$ cat config.mk
export PLATFORM = sky130hd
export DESIGN_NAME = sobel_filter
export DESIGN_NICKNAME = d
export VERILOG_FILES = /design/src/rtl/sobel_pkg.sv /design/src/rtl/sobel_isqrt.sv /design/src/rtl/sobel_filter.sv
export SDC_FILE = /design/constraint.sdc
export NUM_CORES = 1
export LEC_CHECK = 0
export CAP_MARGIN = 20
export CORE_MARGIN = 10
export CORE_UTILIZATION = 30
export CTS_BUF_LIST = sky130_fd_sc_hd__clkbuf_4 sky130_fd_sc_hd__clkbuf_8
export DETAILED_ROUTE_END_ITERATION = 10
export GPL_TIMING_DRIVEN = 0
export PLACE_DENSITY_LB_ADDON = 0.25
export REMOVE_ABC_BUFFERS = 1
export SYNTH_ARGS = -nofsm -noshare
export SYNTH_HDL_FRONTEND = slang
export SYNTH_SLANG_ARGS = --single-unit
$ cat constraint.sdc
create_clock -name i_clk -period 29.1 [get_ports i_clk]
set_clock_uncertainty 0.05 [all_clocks]
set_input_delay 5.82 -clock i_clk [delete_from_list [all_inputs] [get_ports i_clk]]
set_output_delay 5.82 -clock i_clk [all_outputs]
set_load 0.02 [all_outputs]
$ cat src/rtl/sobel_pkg.sv
// Shared constants, mask tables and FSM encoding for the Sobel edge-magnitude filter.
package sobel_pkg;

  localparam int unsigned PIX_W  = 24;
  localparam int unsigned WIN    = 9;
  localparam int unsigned CNT_W  = 4;
  localparam int unsigned ACC_W  = 12;
  localparam int unsigned SUM_W  = 21;
  localparam int unsigned ROOT_W = 11;
  localparam int unsigned RAD_W  = 2 * ROOT_W;

  // Window order p0..p8, row-major from the top-left pixel
  localparam logic signed [ACC_W-1:0] GX_MASK [WIN] = '{
    -12'sd1, 12'sd0, 12'sd1,
    -12'sd2, 12'sd0, 12'sd2,
    -12'sd1, 12'sd0, 12'sd1
  };
  localparam logic signed [ACC_W-1:0] GY_MASK [WIN] = '{
    -12'sd1, -12'sd2, -12'sd1,
     12'sd0,  12'sd0,  12'sd0,
     12'sd1,  12'sd2,  12'sd1
  };

  typedef enum logic [1:0] {
    ST_ACCUM,
    ST_CALC,
    ST_ROOT,
    ST_OUT
  } state_t;

  function automatic logic [7:0] gray_of(input logic [7:0] r, input logic [7:0] g,
                                         input logic [7:0] b);
    logic [9:0] s;
    s = 10'(r) + 10'(g) + 10'(b);
    return 8'(s / 10'd3);
  endfunction

endpackage

$ cat src/rtl/sobel_isqrt.sv
// Restoring integer square root, one result bit per cycle over ROOT_W cycles.
module sobel_isqrt
  import sobel_pkg::*;
(
  input  logic              clk,
  input  logic              rst,
  input  logic              start,
  input  logic [RAD_W-1:0]  radicand,
  output logic [ROOT_W-1:0] root,
  output logic              done
);

  logic [RAD_W-1:0]  rad;
  logic [ROOT_W-1:0] rem;
  logic [CNT_W-1:0]  iter;
  logic              run;
  logic [ROOT_W+1:0] cand;
  logic [ROOT_W+1:0] trial;
  logic              fits;

  // The remainder never exceeds 2*root, so ROOT_W bits hold it until the final step
  always_comb begin
    cand  = {rem, rad[RAD_W-1 -: 2]};
    trial = {root, 2'b01};
    fits  = (cand >= trial);
  end

  always_ff @(posedge clk) begin
    if (rst) begin
      rad  <= '0;
      rem  <= '0;
      root <= '0;
      iter <= '0;
      run  <= 1'b0;
      done <= 1'b0;
    end else if (start) begin
      rad  <= radicand;
      rem  <= '0;
      root <= '0;
      iter <= '0;
      run  <= 1'b1;
      done <= 1'b0;
    end else if (run) begin
      rad <= {rad[RAD_W-3:0], 2'b00};
      if (fits) begin
        rem  <= ROOT_W'(cand - trial);
        root <= {root[ROOT_W-2:0], 1'b1};
      end else begin
        rem  <= cand[ROOT_W-1:0];
        root <= {root[ROOT_W-2:0], 1'b0};
      end
      iter <= iter + 1'b1;
      if (iter == CNT_W'(ROOT_W - 1)) begin
        run  <= 1'b0;
        done <= 1'b1;
      end
    end
  end

endmodule

$ cat src/rtl/sobel_filter.sv
// 3x3 Sobel gradient magnitude over a 9-pixel streamed window.
// Define SOBEL_SQRT_EN for floor(sqrt(S)) output; otherwise S = Gx^2 + Gy^2 is output.
module sobel_filter
  import sobel_pkg::*;
#(
  parameter int unsigned PIX_W = sobel_pkg::PIX_W
) (
  input  logic             i_clk,
  input  logic             i_rst,
  input  logic             i_rgb_vld,
  input  logic [PIX_W-1:0] i_rgb_data,
  output logic             i_rgb_busy,
  input  logic             o_result_busy,
  output logic             o_result_vld,
  output logic [PIX_W-1:0] o_result_data
);

  state_t                   state;
  logic [CNT_W-1:0]         count;
  logic signed [ACC_W-1:0]  acc_x;
  logic signed [ACC_W-1:0]  acc_y;
  logic [7:0]               gray;
  logic signed [ACC_W-1:0]  gray_s;
  logic signed [2*ACC_W-1:0] sq_x;
  logic signed [2*ACC_W-1:0] sq_y;
  logic [SUM_W-1:0]         mag_sq;
  logic                     xfer;

  assign i_rgb_busy = i_rst || (state != ST_ACCUM);
  assign xfer       = i_rgb_vld && !i_rgb_busy;

  always_comb begin
    gray   = gray_of(i_rgb_data[7:0], i_rgb_data[15:8], i_rgb_data[23:16]);
    gray_s = $signed({{(ACC_W-8){1'b0}}, gray});
    sq_x   = acc_x * acc_x;
    sq_y   = acc_y * acc_y;
    mag_sq = SUM_W'(sq_x) + SUM_W'(sq_y);
  end

`ifdef SOBEL_SQRT_EN
  logic [ROOT_W-1:0] root;
  logic              root_done;

  // Launched from CALC so the root starts on the same edge S is formed
  sobel_isqrt u_isqrt (
    .clk      (i_clk),
    .rst      (i_rst),
    .start    (state == ST_CALC),
    .radicand ({{(RAD_W-SUM_W){1'b0}}, mag_sq}),
    .root     (root),
    .done     (root_done)
  );
`endif

  always_ff @(posedge i_clk) begin
    if (i_rst) begin
      state         <= ST_ACCUM;
      count         <= '0;
      acc_x         <= '0;
      acc_y         <= '0;
      o_result_vld  <= 1'b0;
      o_result_data <= '0;
    end else begin
      case (state)
        ST_ACCUM: begin
          if (xfer) begin
            acc_x <= acc_x + GX_MASK[count] * gray_s;
            acc_y <= acc_y + GY_MASK[count] * gray_s;
            if (count == CNT_W'(WIN - 1)) begin
              state <= ST_CALC;
            end else begin
              count <= count + 1'b1;
            end
          end
        end
        ST_CALC: begin
`ifdef SOBEL_SQRT_EN
          state <= ST_ROOT;
`else
          o_result_data <= PIX_W'(mag_sq);
          o_result_vld  <= 1'b1;
          state         <= ST_OUT;
`endif
        end
`ifdef SOBEL_SQRT_EN
        ST_ROOT: begin
          if (root_done) begin
            o_result_data <= PIX_W'(root);
            o_result_vld  <= 1'b1;
            state         <= ST_OUT;
          end
        end
`endif
        ST_OUT: begin
          if (!o_result_busy) begin
            o_result_vld <= 1'b0;
            count        <= '0;
            acc_x        <= '0;
            acc_y        <= '0;
            state        <= ST_ACCUM;
          end
        end
        default: state <= ST_ACCUM;
      endcase
    end
  end

endmodule

==> results.cfg <==
[run_status]
status = finished, final reports clean

[timing]
max_slew.worst_pin.slew_ns = 1.01
tns_ns = 0
final_max_slew_viol_count = 0
fin_crit_sh_pct = 54.2
min_period_ns = 15.78
relSlewSlack_pct = 32.4
rsz0062_at_grt = no
setup_viol = 0
timing_hold_violations_final = 0
fmax_mhz = 63.4

[final_layout]
synthToLayoutAreaGrowth_pct = 7.90
seq_area_um2 = 1040
nets = 2215
layout_common_cells = 388 x inv_1, 304 x fa_1, 168 x ha_1, 139 x nand2_1, 92 x a21oi_1
layout_commonest_cell = inv_1
antennaDiodeCount = 0
num-fill-cells = 5287
multi_input_area_um2 = 12500
drive_gt1_share_pct = 2.51

[detailed_routing]
firstDrtPassIters = 5
drtAntennaViolNets = 0
wl_per_cell_um = 14.4
viasPerCell = 4.55
drtIter0Drc = 359
vias = 10900
drc_errors = 0
drt_wl_total_um = 34300

[global_route]
antenna_found_initial = 0
grt_start_max_net_pins = 37
overflow = 0
grt_usage_pct = 11.5
grt_pass1_wl_um = 57500
grt_pass1_vias = 11300

[cts]
cts_hold_buf = 0
cts-root-buf = clkbuf_8
cts.sinks = 52
cts_max_level = 2
clk_path_buf_depth = 2
cts_made_buffers = 5
insertion_delay_ns = 0.35
cts-resized-gates = 0
cts_tree = done
cts.clk_slew.worst_paths_ns = 0.12
cts_setup_buffers = 0

[critical_path]
worstPathMaxFanout = 10
path_buf_inv = 9
cpMaxStageDelayCell = fa_1
required_ns = 29.30
cp_slowest_stage_delay_ns = 0.56
path_class = in2reg
critPathCaptureType = flop
cp_common_cell = inv_1
path_delay_family = adder cells
arrival_ns = 15.98
startpoint_type = input port

[synth]
synth_edf_count = 0
ys_ff_latch = 52
synthArstFlopShare_pct = 0
netlist_area_um2 = 15300
postSynthAreaPerCell_um2 = 8.97
yosysSeqAreaShare_pct = 6.79
synth-main-ff-cell = dfxtp_1
ys_types = 76
synthCells = 1708
yosys_warnings = 0

[flow_run]
cap_viol_max_count = 0

[placed_design]
portBuffers = 50
place_congestion = 0.838
dpl.hpwl_um = 29800

[floorplanning]
die_y_um = 246
io-pin-count = 54
rows = 82
die_w_um = 246
core_area_um2 = 50400
initial_core_util_pct = 30.4
die_area_um2 = 60500

[worst_hold_path]
hold_path.class = reg2reg
## final cells by class
class | instances | share of cell area [%]
timing repair buffer | 53 | 3.25
clock buffer | 6 | 0.461
clock inverter | 2 | 0.235
inverter | 392 | 8.90
multi-input combinational | 1211 | 75.8
tap | 672 | 5.08
sequential | 52 | 6.29
## cell usage after synthesis (23+ instances only)
| master | n | area, um^2 |
|---|---|---|
| xnor2_1 | 74 | 648 |
| fa_1 | 304 | 6090 |
| a21oi_1 | 92 | 460 |
| and2_1 | 79 | 494 |
| ha_1 | 168 | 2100 |
| nor2_1 | 88 | 330 |
| o21ai_0 | 36 | 180 |
| nand2_1 | 139 | 522 |
| nand3_1 | 31 | 155 |
| dfxtp_1 | 52 | 1040 |
| clkbuf_1 | 39 | 146 |
| inv_1 | 388 | 1460 |
| nor3_1 | 23 | 115 |
## layer usage
layer / vias to the layer above / global-route usage (%) / part of all wire [%]
li1: 5284 / - / -
met1: 5479 / 15.5 / 47
met2: 85 / 20.5 / 51
met3: 11 / 0.573 / 1.5
met4: 0 / 1.38 / 0.68
met5: - / 0 / 0
## worst min-delay path, cell delays in order, from the launching register on
cell,delay (ns)
dfxtp_1,0.32
nand2_1,0.05
a21oi_1,0.05
## cells by family (layout without fill, tap and decap cells)
logic type | Yosys count | count (layout) | synth area share [%]
mux | 4 | 4 | 0.286
compound gates | 216 | 216 | 9.09
xor+xnor | 91 | 91 | 5.32
buf+inv | 447 | 453 | 11.5
other cells | 1 | 3 | 0.0245
fa+ha+maj | 472 | 472 | 53.4
flops | 52 | 52 | 6.79
simple gates | 425 | 425 | 13.6
## flip-flops by register name, summed over array words and instances, names as in the netlist
signal	count
o_result_data	21
o_result_vld	1
acc_y	12
acc_x	12
count	4
state	2
## through the flow
| step | cells | instance area [um^2] | setup slack [ns] | util (%) | hold WS (ns) |
|---|---|---|---|---|---|
| 2_1_floorplan | 1655 | 15000 | 14.77 | - | 0.421 |
| 3_3_place_gp | 2377 | 16400 | 12.86 | 32.5 | 0.389 |
| 3_5_place_dp | 2379 | 16400 | 12.92 | 32.6 | 0.394 |
| 4_1_cts | 2387 | 16500 | 13.26 | 32.8 | 0.406 |
| 5_1_grt | 2388 | 16500 | 12.54 | 32.8 | 0.425 |
| 6_report | 2388 | 16500 | 13.32 | 32.8 | 0.401 |
## final timing paths
path / startpoint / end / slack [ns] / cells after the start
setup / recovery: i_rgb_data[1] / acc_x[11] / 13.32 / 40
hold / removal: o_result_data[11] / o_result_data[11] / 0.40 / 2
setup reg to reg: acc_x[6] / o_result_data[20] / 21.62 / 20
hold reg to reg: o_result_data[11] / o_result_data[11] / 0.40 / 2
Power is not shown: default switching activity piles up to over one toggle a cycle in this logic, so the estimate is an artifact.
